File: src/rtl/packet_rate_scheduler.sv
// packet_rate_scheduler: paced start_sending pulses for the Ethernet TX path (continuous, burst-of-N, single-shot)
//   nibble_clk/rstn      : clock and synchronous active-low reset
//   mode                 : 0 off, 1 continuous, 2 burst, 3 single
//   rate_sel/use_custom  : period select from the rate table or custom_period (both hold period-1)
//   burst_len/arm        : packets per burst and the one-cycle start request for burst/single
//   tx_busy              : holds back launches; at most one launch is kept pending
//   start_sending/done   : one-cycle launch pulse / end-of-sequence pulse
//   active               : continuous mode or a burst/single sequence in progress
//   sent_count/drop_count: total launches (wrapping) / ticks lost to overrun (saturating)
module packet_rate_scheduler #(
    parameter int CNT_W   = 25,
    parameter int BURST_W = 8,
    parameter int SENT_W  = 32,
    parameter int DROP_W  = 16
) (
    input  logic               nibble_clk,
    input  logic               rstn,
    input  logic [1:0]         mode,
    input  logic [3:0]         rate_sel,
    input  logic               use_custom,
    input  logic [CNT_W-1:0]   custom_period,
    input  logic [BURST_W-1:0] burst_len,
    input  logic               arm,
    input  logic               tx_busy,
    output logic               start_sending,
    output logic               active,
    output logic               done,
    output logic [SENT_W-1:0]  sent_count,
    output logic [DROP_W-1:0]  drop_count
);
    localparam logic [1:0] MODE_CONT  = 2'd1;
    localparam logic [1:0] MODE_BURST = 2'd2;
    localparam logic [0:0] S_IDLE     = 1'b0;
    localparam logic [0:0] S_RUN      = 1'b1;

    function automatic logic [CNT_W-1:0] table_period(input logic [3:0] sel);
        logic [31:0] v;
        case (sel)
            4'd0:    v = 32'd24999999;
            4'd1:    v = 32'd12499999;
            4'd2:    v = 32'd2499999;
            4'd3:    v = 32'd1249999;
            4'd4:    v = 32'd499999;
            4'd5:    v = 32'd249999;
            4'd6:    v = 32'd124999;
            4'd7:    v = 32'd49999;
            4'd8:    v = 32'd24999;
            4'd9:    v = 32'd12499;
            4'd10:   v = 32'd4999;
            4'd11:   v = 32'd2499;
            4'd12:   v = 32'd999;
            4'd13:   v = 32'd499;
            4'd14:   v = 32'd249;
            default: v = 32'd0;
        endcase
        return CNT_W'(v);
    endfunction

    logic [1:0]         mode_q;
    logic [CNT_W-1:0]   max_count_q;
    logic [CNT_W-1:0]   count_q, count_d;
    logic               pending_q, pending_d;
    logic [BURST_W-1:0] remaining_q, remaining_d;
    logic [0:0]         state_q, state_d;
    logic               start_q, done_q;
    logic [SENT_W-1:0]  sent_q, sent_d;
    logic [DROP_W-1:0]  drop_q, drop_d;
    logic               mode_chg, run, enabled, tick, launch, arm_ok, arm_zero, arm_go, last;

    always_comb begin
        mode_chg    = mode != mode_q;
        run         = state_q == S_RUN;
        enabled     = !mode_chg && (mode == MODE_CONT || (mode[1] && run));
        // >= so a period shrunk mid-count ends on the next cycle
        tick        = enabled && count_q >= max_count_q;
        launch      = enabled && (tick || pending_q) && !tx_busy;
        arm_ok      = !mode_chg && mode[1] && !run && arm;
        arm_zero    = arm_ok && mode == MODE_BURST && burst_len == '0;
        arm_go      = arm_ok && !arm_zero;
        last        = launch && run && remaining_q == BURST_W'(1);
        // every launch restarts the period, so the armed first packet and
        // a deferred packet are each followed by a full period
        count_d     = (!enabled || tick || launch) ? '0 : count_q + CNT_W'(1);
        pending_d   = arm_go || (enabled && !launch && (tick || pending_q));
        remaining_d = mode_chg ? '0 :
                      arm_go ? (mode == MODE_BURST ? burst_len : BURST_W'(1)) :
                      (launch && run) ? remaining_q - BURST_W'(1) : remaining_q;
        state_d     = (mode_chg || last) ? S_IDLE : arm_go ? S_RUN : state_q;
        // a tick that finds a launch already held while busy is lost
        drop_d      = (tick && tx_busy && pending_q && drop_q != '1) ? drop_q + DROP_W'(1) : drop_q;
        sent_d      = sent_q + SENT_W'(launch);
    end

    always_ff @(posedge nibble_clk) begin
        if (!rstn) begin
            mode_q      <= 2'd0;
            max_count_q <= '0;
            count_q     <= '0;
            pending_q   <= 1'b0;
            remaining_q <= '0;
            state_q     <= S_IDLE;
            start_q     <= 1'b0;
            done_q      <= 1'b0;
            sent_q      <= '0;
            drop_q      <= '0;
        end else begin
            mode_q      <= mode;
            max_count_q <= use_custom ? custom_period : table_period(rate_sel);
            count_q     <= count_d;
            pending_q   <= pending_d;
            remaining_q <= remaining_d;
            state_q     <= state_d;
            start_q     <= launch;
            done_q      <= last || arm_zero;
            sent_q      <= sent_d;
            drop_q      <= drop_d;
        end
    end

    assign start_sending = start_q;
    assign done          = done_q;
    assign active        = mode_q == MODE_CONT || state_q == S_RUN;
    assign sent_count    = sent_q;
    assign drop_count    = drop_q;
endmodule
File: config.mk
export PLATFORM = sky130hd
export DESIGN_NAME = packet_rate_scheduler
export DESIGN_NICKNAME = d
export VERILOG_FILES = /design/src/rtl/packet_rate_scheduler.sv
export SDC_FILE = /design/constraint.sdc
export NUM_CORES = 1
export LEC_CHECK = 0
export ABC_AREA = 1
export BUFFER_PORTS_ARGS = -buffer_cell sky130_fd_sc_hd__buf_2
export CAP_MARGIN = 20
export CORE_MARGIN = 3
export CORE_UTILIZATION = 62
export CTS_CLUSTER_DIAMETER = 40
export CTS_CLUSTER_SIZE = 10
export DETAILED_ROUTE_END_ITERATION = 16
export HOLD_SLACK_MARGIN = 0.15
export PLACE_DENSITY = 0.93
export SYNTH_ARGS = -nofsm -noshare
export SYNTH_HDL_FRONTEND = slang
export SYNTH_SLANG_ARGS = --single-unit
File: constraint.sdc
create_clock -name nibble_clk -period 6.9 [get_ports nibble_clk]
set_clock_uncertainty 0.1 [all_clocks]
set_input_delay 0.69 -clock nibble_clk [delete_from_list [all_inputs] [get_ports nibble_clk]]
set_output_delay 0.69 -clock nibble_clk [all_outputs]
set_load 0.005 [all_outputs]
==> metrics.txt, run 1 <==
total track usage=0.272; Seq cells post-synth=112; sequential cell area fraction in the yosys report=0.355; largest net degree at the start of global routing=46; Die Y=between 100 and 150 um; drt via density=roughly 5.5; vias in the first global route=around 5900; cell-internal power=roughly 0.91 mW; met2 usage=0.482; share of cells above drive strength 1=0.151; CTS tree=built; final-report setup violation count=0; Net Switching=about 0.29 mW; RSZ-0062 raised after global routing=no; I/O Pins=95; crit path max fanout=3; synthesized area=roughly 6300 um^2; max-slew violations=0; number of synthesized flops with an enable pin=0; die width=107 um; first-pass GRT wire length=25.5 mm; critical path data required time=~7.1 ns; Logic pwr share=0.086; initial antenna violation count=2; WL final=between 15 and 20 mm; power per cell area=170 nW/um^2; post-cts sizing count=0; met1 Track Usage GR=0.313; Root Buffer=clkbuf_8; Worst Max-Slew Pin Slew=about 0.8 ns; Leakage=roughly 3.2 nW; number of CTS-inserted buffers=9; DP Wirelength=roughly 11 mm; Nets=between 1000 and 1500; DR WL/cell=13.7 um; Syn Nets=around 980; PnR worst setup slack=between 3 and 4 ns; Site Rows=36; crit share post-route=0.507; clock buffer depth=2; Yosys warnings=0; CTS clk-pin slew, worst paths=approximately 0.10 ns; Worst Setup End Kind=flip-flop; Placement Setup Slack=3.45 ns; Syn Area/Cell=roughly 7.0 um^2; Total Die Area=between 10000 and 15000 um^2; total gr overflow=0; H-tree lvl count=3; Hold WC Path Type=reg -> reg; fin crit period=roughly 3.5 ns; ys flop type=dfxtp_1; Max IR drop VDD=~0.13 mV; Clock Power Share=0.363; Slew HR=0.470; vias after detailed routing=6157; setup TNS=0 ns; grt met3 use=0.0626; Tot Pwr=~1.2 mW; Sw Ratio=0.243; Clock Sinks=roughly 110; max cap viols=0; cell count after synthesis=between 800 and 900; CP Data Arrival Time=~3.7 ns; initial cell density of the core=0.643; Final ANT Viol Nets=0; clk_lat worst skew=0.39 ns; Netlist cell types=44; count of final hold-check violations=0; sequential share of power=0.550; CTS Hold Buffers Added=0; Core ar.=~10000 um^2; fmax=286 MHz; port bufs=94; GRT busiest layer=met2; n_diodes=0; drt initial violations=~430; DRC errors left=0; Critical Path Source Type=flip-flop; Post CTS Setup Buffer Count=0; Area growth, synth to finish=11.9%; share of flip-flops with an asynchronous set or reset=0; Placer Congestion=0.921; Pre-antenna DRT Iters=5; CP Class=reg -> reg; status=complete, no violations
-- state kept, by name, indices dropped and copies added, names as in the netlist --
name and flops:
start_sending 1, drop_count 16, pending_q 1, sent_count 32, remaining_q 8, count_q 25, max_count_q 25, done 1
run 1, mode_q 2
-- stage by stage --
| step | hold WS [ns] | instances | utilization | instance area (um^2) |
|---|---|---|---|---|
| after floorplan | 0.346 | 898 | - | 6310 |
| after global placement | 0.340 | 1103 | 0.697 | 6850 |
| after detailed placement | 0.353 | 1103 | 0.697 | 6850 |
| after CTS | 0.369 | 1119 | 0.720 | 7070 |
| after global routing | 0.407 | 1119 | 0.720 | 7070 |
| final | 0.367 | 1119 | 0.720 | 7070 |
-- logic make-up (layout without fill, tap and decap cells) --
kind of cell,count (synthesis),after routing,synth area share
adders and majority gates,36,36,0.0713
and+or+nand+nor,427,427,0.322
buffers and inverters,165,253,0.102
xor gates and xnor gates,28,28,0.0388
AOI/OAI and AO/OA,130,130,0.111
DFF,112,112,0.355
-- metal layers --
layer  vias to the layer above  routed length (um)  part of all wire
met1                      2813                6160              0.40
met5                         -                  23            0.0015
met3                        45                1130             0.074
met4                         4                 416             0.027
met2                       243                7590              0.50
li1                       3052                   -                 -
-- Yosys cell counts (13+ instances only) --
cell type,number,share of area
inv_1,136,0.081
xor2_1,16,0.022
nor2_1,104,0.062
nand3_1,44,0.035
nor3_1,26,0.021
dfxtp_1,112,0.36
o21ai_0,35,0.028
ha_1,36,0.071
a21oi_1,70,0.055
clkbuf_1,13,0.0077
nand2_1,177,0.11
-- cell type report --
cell class,count,area [um^2]
Inverter,143,537
Clock buffer,12,145
Sequential cell,112,2240
Timing Repair Buffer,94,470
Fill cell,811,2750
Tap cell,133,166
Clock inverter,4,76.3
Multi-Input combinational cell,621,3430
-- power groups by stage --
stage	registers, mW	clock network (mW)	logic (mW)
global placement	0.676	0	0.0982
CTS	0.661	0.440	0.103
finish	0.661	0.437	0.104
floorplan	0.675	0	0.0702
global route	0.663	0.466	0.118
detailed placement	0.676	0	0.102
-- critical path, stage by stage (launching register included) --
cell,delay (ns)
dfxtp_1,0.32
inv_1,0.04
ha_1,0.28
nand2_1,0.12
nor2_1,0.16
nand3_1,0.11
nor3_1,0.19
nand2_1,0.10
nand3_2,0.11
nand2_1,0.07
nand2_2,0.08
nand2_1,0.10
inv_1,0.14
ha_1,0.18
nand2_1,0.08
nor3_2,0.21
nand2_1,0.13
nor2_1,0.14
nand3_1,0.12
nor3_2,0.20
nand3_1,0.12
o21ai_0,0.20
a21oi_1,0.07
-- cells in the final DEF, fill, tap and decap left out, drive strengths merged, types with 2 or more instances in the layout --
master,n
nand4,14
xor2,16
o22ai,3
xnor2,12
o211ai,3
buf,94
o21ai,36
bufinv,2
nor4,10
and3,3
nor2,115
nand2,182
o31ai,2
dfxtp,112
clkbuf,12
a21o,2
a31oi,6
ha,36
nand3b,9
a21oi,70
nand3,51
o21a,4
nor3b,8
nor3,34
inv,144
-- final timing paths --
kind	from	to	slack, ns	cells past startpoint
hold reg to reg	sent_count[31]	sent_count[31]	0.37	1
setup / recovery	max_count_q[24]	sent_count[29]	3.40	22
hold / removal	sent_count[31]	sent_count[31]	0.37	1
setup reg to reg	max_count_q[24]	sent_count[29]	3.40	22
Note: power is estimated with default switching activity, not from simulation.
==> run 2: changes to the inputs <==
--- a/config.mk
+++ b/config.mk
@@ -5,16 +5,16 @@
 export SDC_FILE = /design/constraint.sdc
 export NUM_CORES = 1
 export LEC_CHECK = 0
-export ABC_AREA = 1
+export ABC_AREA = 0
 export BUFFER_PORTS_ARGS = -buffer_cell sky130_fd_sc_hd__buf_2
 export CAP_MARGIN = 20
 export CORE_MARGIN = 3
-export CORE_UTILIZATION = 62
+export CORE_UTILIZATION = 57
 export CTS_CLUSTER_DIAMETER = 40
 export CTS_CLUSTER_SIZE = 10
 export DETAILED_ROUTE_END_ITERATION = 16
 export HOLD_SLACK_MARGIN = 0.15
-export PLACE_DENSITY = 0.93
+export PLACE_DENSITY = 0.88
 export SYNTH_ARGS = -nofsm -noshare
 export SYNTH_HDL_FRONTEND = slang
 export SYNTH_SLANG_ARGS = --single-unit
==> constraint.sdc (replaced) <==
create_clock -name nibble_clk -period 3.4 [get_ports nibble_clk]
set_clock_uncertainty 0.1 [all_clocks]
set_input_delay 0.34 -clock nibble_clk [delete_from_list [all_inputs] [get_ports nibble_clk]]
set_output_delay 0.34 -clock nibble_clk [all_outputs]
set_load 0.005 [all_outputs]
==> metrics.txt, run 2 <==
Post-Place Cell Area=between 6000 and 7000 um^2; crit share post-route=1.01; fin crit period=between 3 and 4 ns; DRC errors left=0; Reg2Reg Setup Slack=-0.02 ns; Yosys warnings=0; Final ANT Viol Nets=0; Logic pwr share=0.097; total gr overflow=0; final-report setup violation count=1; max cap viols=0; Clock Sinks=112; Util after Layout=0.724; Net Switching=0.600 mW; power per cell area=~350 nW/um^2; Area contributors post-synth=dfxtp_1 (39%), ha_1 (7.8%), nor2_1 (6.8%), xor2_1 (6.7%), a21oi_1 (4.0%); Syn Area/Cell=8.24 um^2; Synth Area in Adders=0.0781; drt initial violations=~560; Leakage=between 2 and 3 nW; Sw Ratio=0.243; DR WL/cell=~17 um; fmax=slightly below 300 MHz; Placement Setup Slack=-0.128 ns; PnR worst setup slack=-0.0178 ns; largest net degree at the start of global routing=66; share of cells above drive strength 1=0.208; CP startpoint=max_count_q[21]; Area growth, synth to finish=23.2%; Die Y=between 100 and 150 um; CTS clk-pin slew, worst paths=about 0.10 ns; WL final=16.3 mm; list of most frequent post-synthesis cells=dfxtp_1 (112), nor2_1 (105), nand2_1 (52); Synth Area in XOR/XNOR=0.0969; CP cell instances=inv_2 > ha_4 > nand2_2 > nor4_4 > nand3_1 > o211ai_2 > nor2_2 > nor3_2 > ha_2 > and3_4 > nor3b_4 > and2_4 > buf_6 > nand3_2 > xor2_1 > nor2_1; cell-internal power=1.87 mW; mux cell area share after synthesis=0.00694; Clock Power Share=0.359; number of synthesized flops with an enable pin=0; clock buffer depth=2; Netlist cell types=56; Hold WC Path Type=in -> reg; initial antenna violation count=2; status=finished, violations left; Worst R2R Start=max_count_q[21]; Site Rows=36; Worst Max-Slew Pin Slew=about 0.95 ns; fin area=~7000 um^2; most common cell after layout, fill and taps aside=dfxtp_1; cell taking the most area after synthesis=dfxtp_1; initial cell density of the core=0.588; simple-gate area share of the yosys netlist=0.248; failing checks=negative setup slack; sequential share of power=0.544; port bufs=94; I/O Pins=95; vias after detailed routing=roughly 5600; ys flop type=dfxtp_1; Worst setup endpoint=sent_count[22]; CTS tree=built; DP Wirelength=just over 10 mm; RSZ-0062 raised after global routing=yes; Synth Area in Compound Gates=0.133; CP Class=reg -> reg; largest family of logic cells by synthesized area=simple AND/OR/NAND/NOR gates; Worst R2R Path Depth=16; synthesized area=slightly below 6000 um^2; top-count cell post-synth=dfxtp_1; total track usage=0.274; share of flip-flops with an asynchronous set or reset=0; count of final hold-check violations=0; Core ar.=just under 10000 um^2; H-tree lvl count=3; number of CTS-inserted buffers=9; CP Data Arrival Time=approximately 3.6 ns; critical path's slowest cell=dfxtp_2; Root Buffer=clkbuf_8; drt via density=~5.9; Largest register FFs=32; Total Die Area=between 10000 and 15000 um^2; die width=about 110 um; hold slack=0.161 ns; critical path data required time=3.55 ns; max-slew violations=0; vias in the first global route=between 5000 and 6000; Slowest Stage Delay on Critical Path=around 0.36 ns; crit path max fanout=4; Pre-antenna DRT Iters=6; Syn Nets=780; cell count after synthesis=700; Placer Congestion=between 0.9 and 1; Worst Setup End Kind=flip-flop; r2r endpoint=sent_count[22]; Nets=902; Critical Path Source Type=flip-flop; clk_lat worst skew=approximately 0.38 ns; Seq cells post-synth=around 110; Slew HR=0.370; share of the synthesized area in the top cell type=0.389; most frequent cells in the layout=dfxtp_1 (106), nor2_1 (102), buf_2 (94), a21oi_1 (46), nand2_1 (45); Tot Pwr=2.47 mW; Max IR drop VDD=between 0.2 and 0.25 mV; sequential cell area fraction in the yosys report=0.389; first-pass GRT wire length=25.4 mm
==> run 2: logic make-up (layout without fill, tap and decap cells) <==
family	Yosys count	after routing
other	0	1
xor gates and xnor gates	63	63
buffers and inverters	69	195
DFF	112	112
muxes	4	4
and+or+nand+nor	291	291
adders and majority gates	36	36
AOI/OAI and AO/OA	125	125
==> run 2: layout make-up <==
class                   instances  area, um^2
inverters                      41         154
clock inverters                 4        76.3
multi-input cells             519        3430
clock buffers                  11         141
flip-flops and latches        112        2250
well taps                     133         166
repair buffers                139         883
diodes                          1        2.50
fillers                       703        2710
==> run 2: routing by layer <==
layer  GRT usage  part of all wire
met1       0.320              0.39
met2       0.479              0.49
met3      0.0590             0.067
met4       0.126             0.047
met5           0           0.00043
==> run 2: worst min-delay path by stage <==
stage	depth (start not counted)	from	slack (ns)	endpoint
after floorplan	1	tx_busy	0.32	start_sending
after global placement	2	drop_count[8]	0.38	drop_count[8]
after detailed placement	2	drop_count[8]	0.41	drop_count[8]
after CTS	3	custom_period[4]	0.15	max_count_q[4]
after global routing	2	mode[0]	0.17	mode_q[0]
final	2	mode[0]	0.16	mode_q[0]
==> run 2: critical path: cells and delay by family, from the launching register on <==
| kind | cells | cell delay [ns] |
|---|---|---|
| and+or+nand+nor | 10 | 1.73 |
| xor gates and xnor gates | 1 | 0.17 |
| DFF | 1 | 0.36 |
| buffers and inverters | 2 | 0.17 |
| adders and majority gates | 2 | 0.48 |
| AOI/OAI and AO/OA | 1 | 0.25 |
==> run 2: timing repair <==
item	CTS	global route
hold buffers	27	0
resized for setup	3	38
hold endpoints to repair	27	0
endpoints found under the setup margin	8	18
pin swaps	0	9
setup buffers	0	8
==> run 2: metrics by stage <==
step | cells | setup TNS (ns)
2_1_floorplan | 700 | 0
3_3_place_gp | 909 | 0
3_5_place_dp | 909 | -0.433
4_1_cts | 951 | 0
5_1_grt | 960 | -1.30
6_report | 960 | -0.0178
==> run 2: power by group through the flow <==
stage | clock, mW | combinational, mW | sequential [mW]
6_report | 0.888 | 0.239 | 1.34
5_1_grt | 0.941 | 0.262 | 1.35
4_1_cts | 0.881 | 0.214 | 1.34
3_5_place_dp | 0 | 0.186 | 1.37
3_3_place_gp | 0 | 0.178 | 1.37
2_1_floorplan | 0 | 0.124 | 1.37
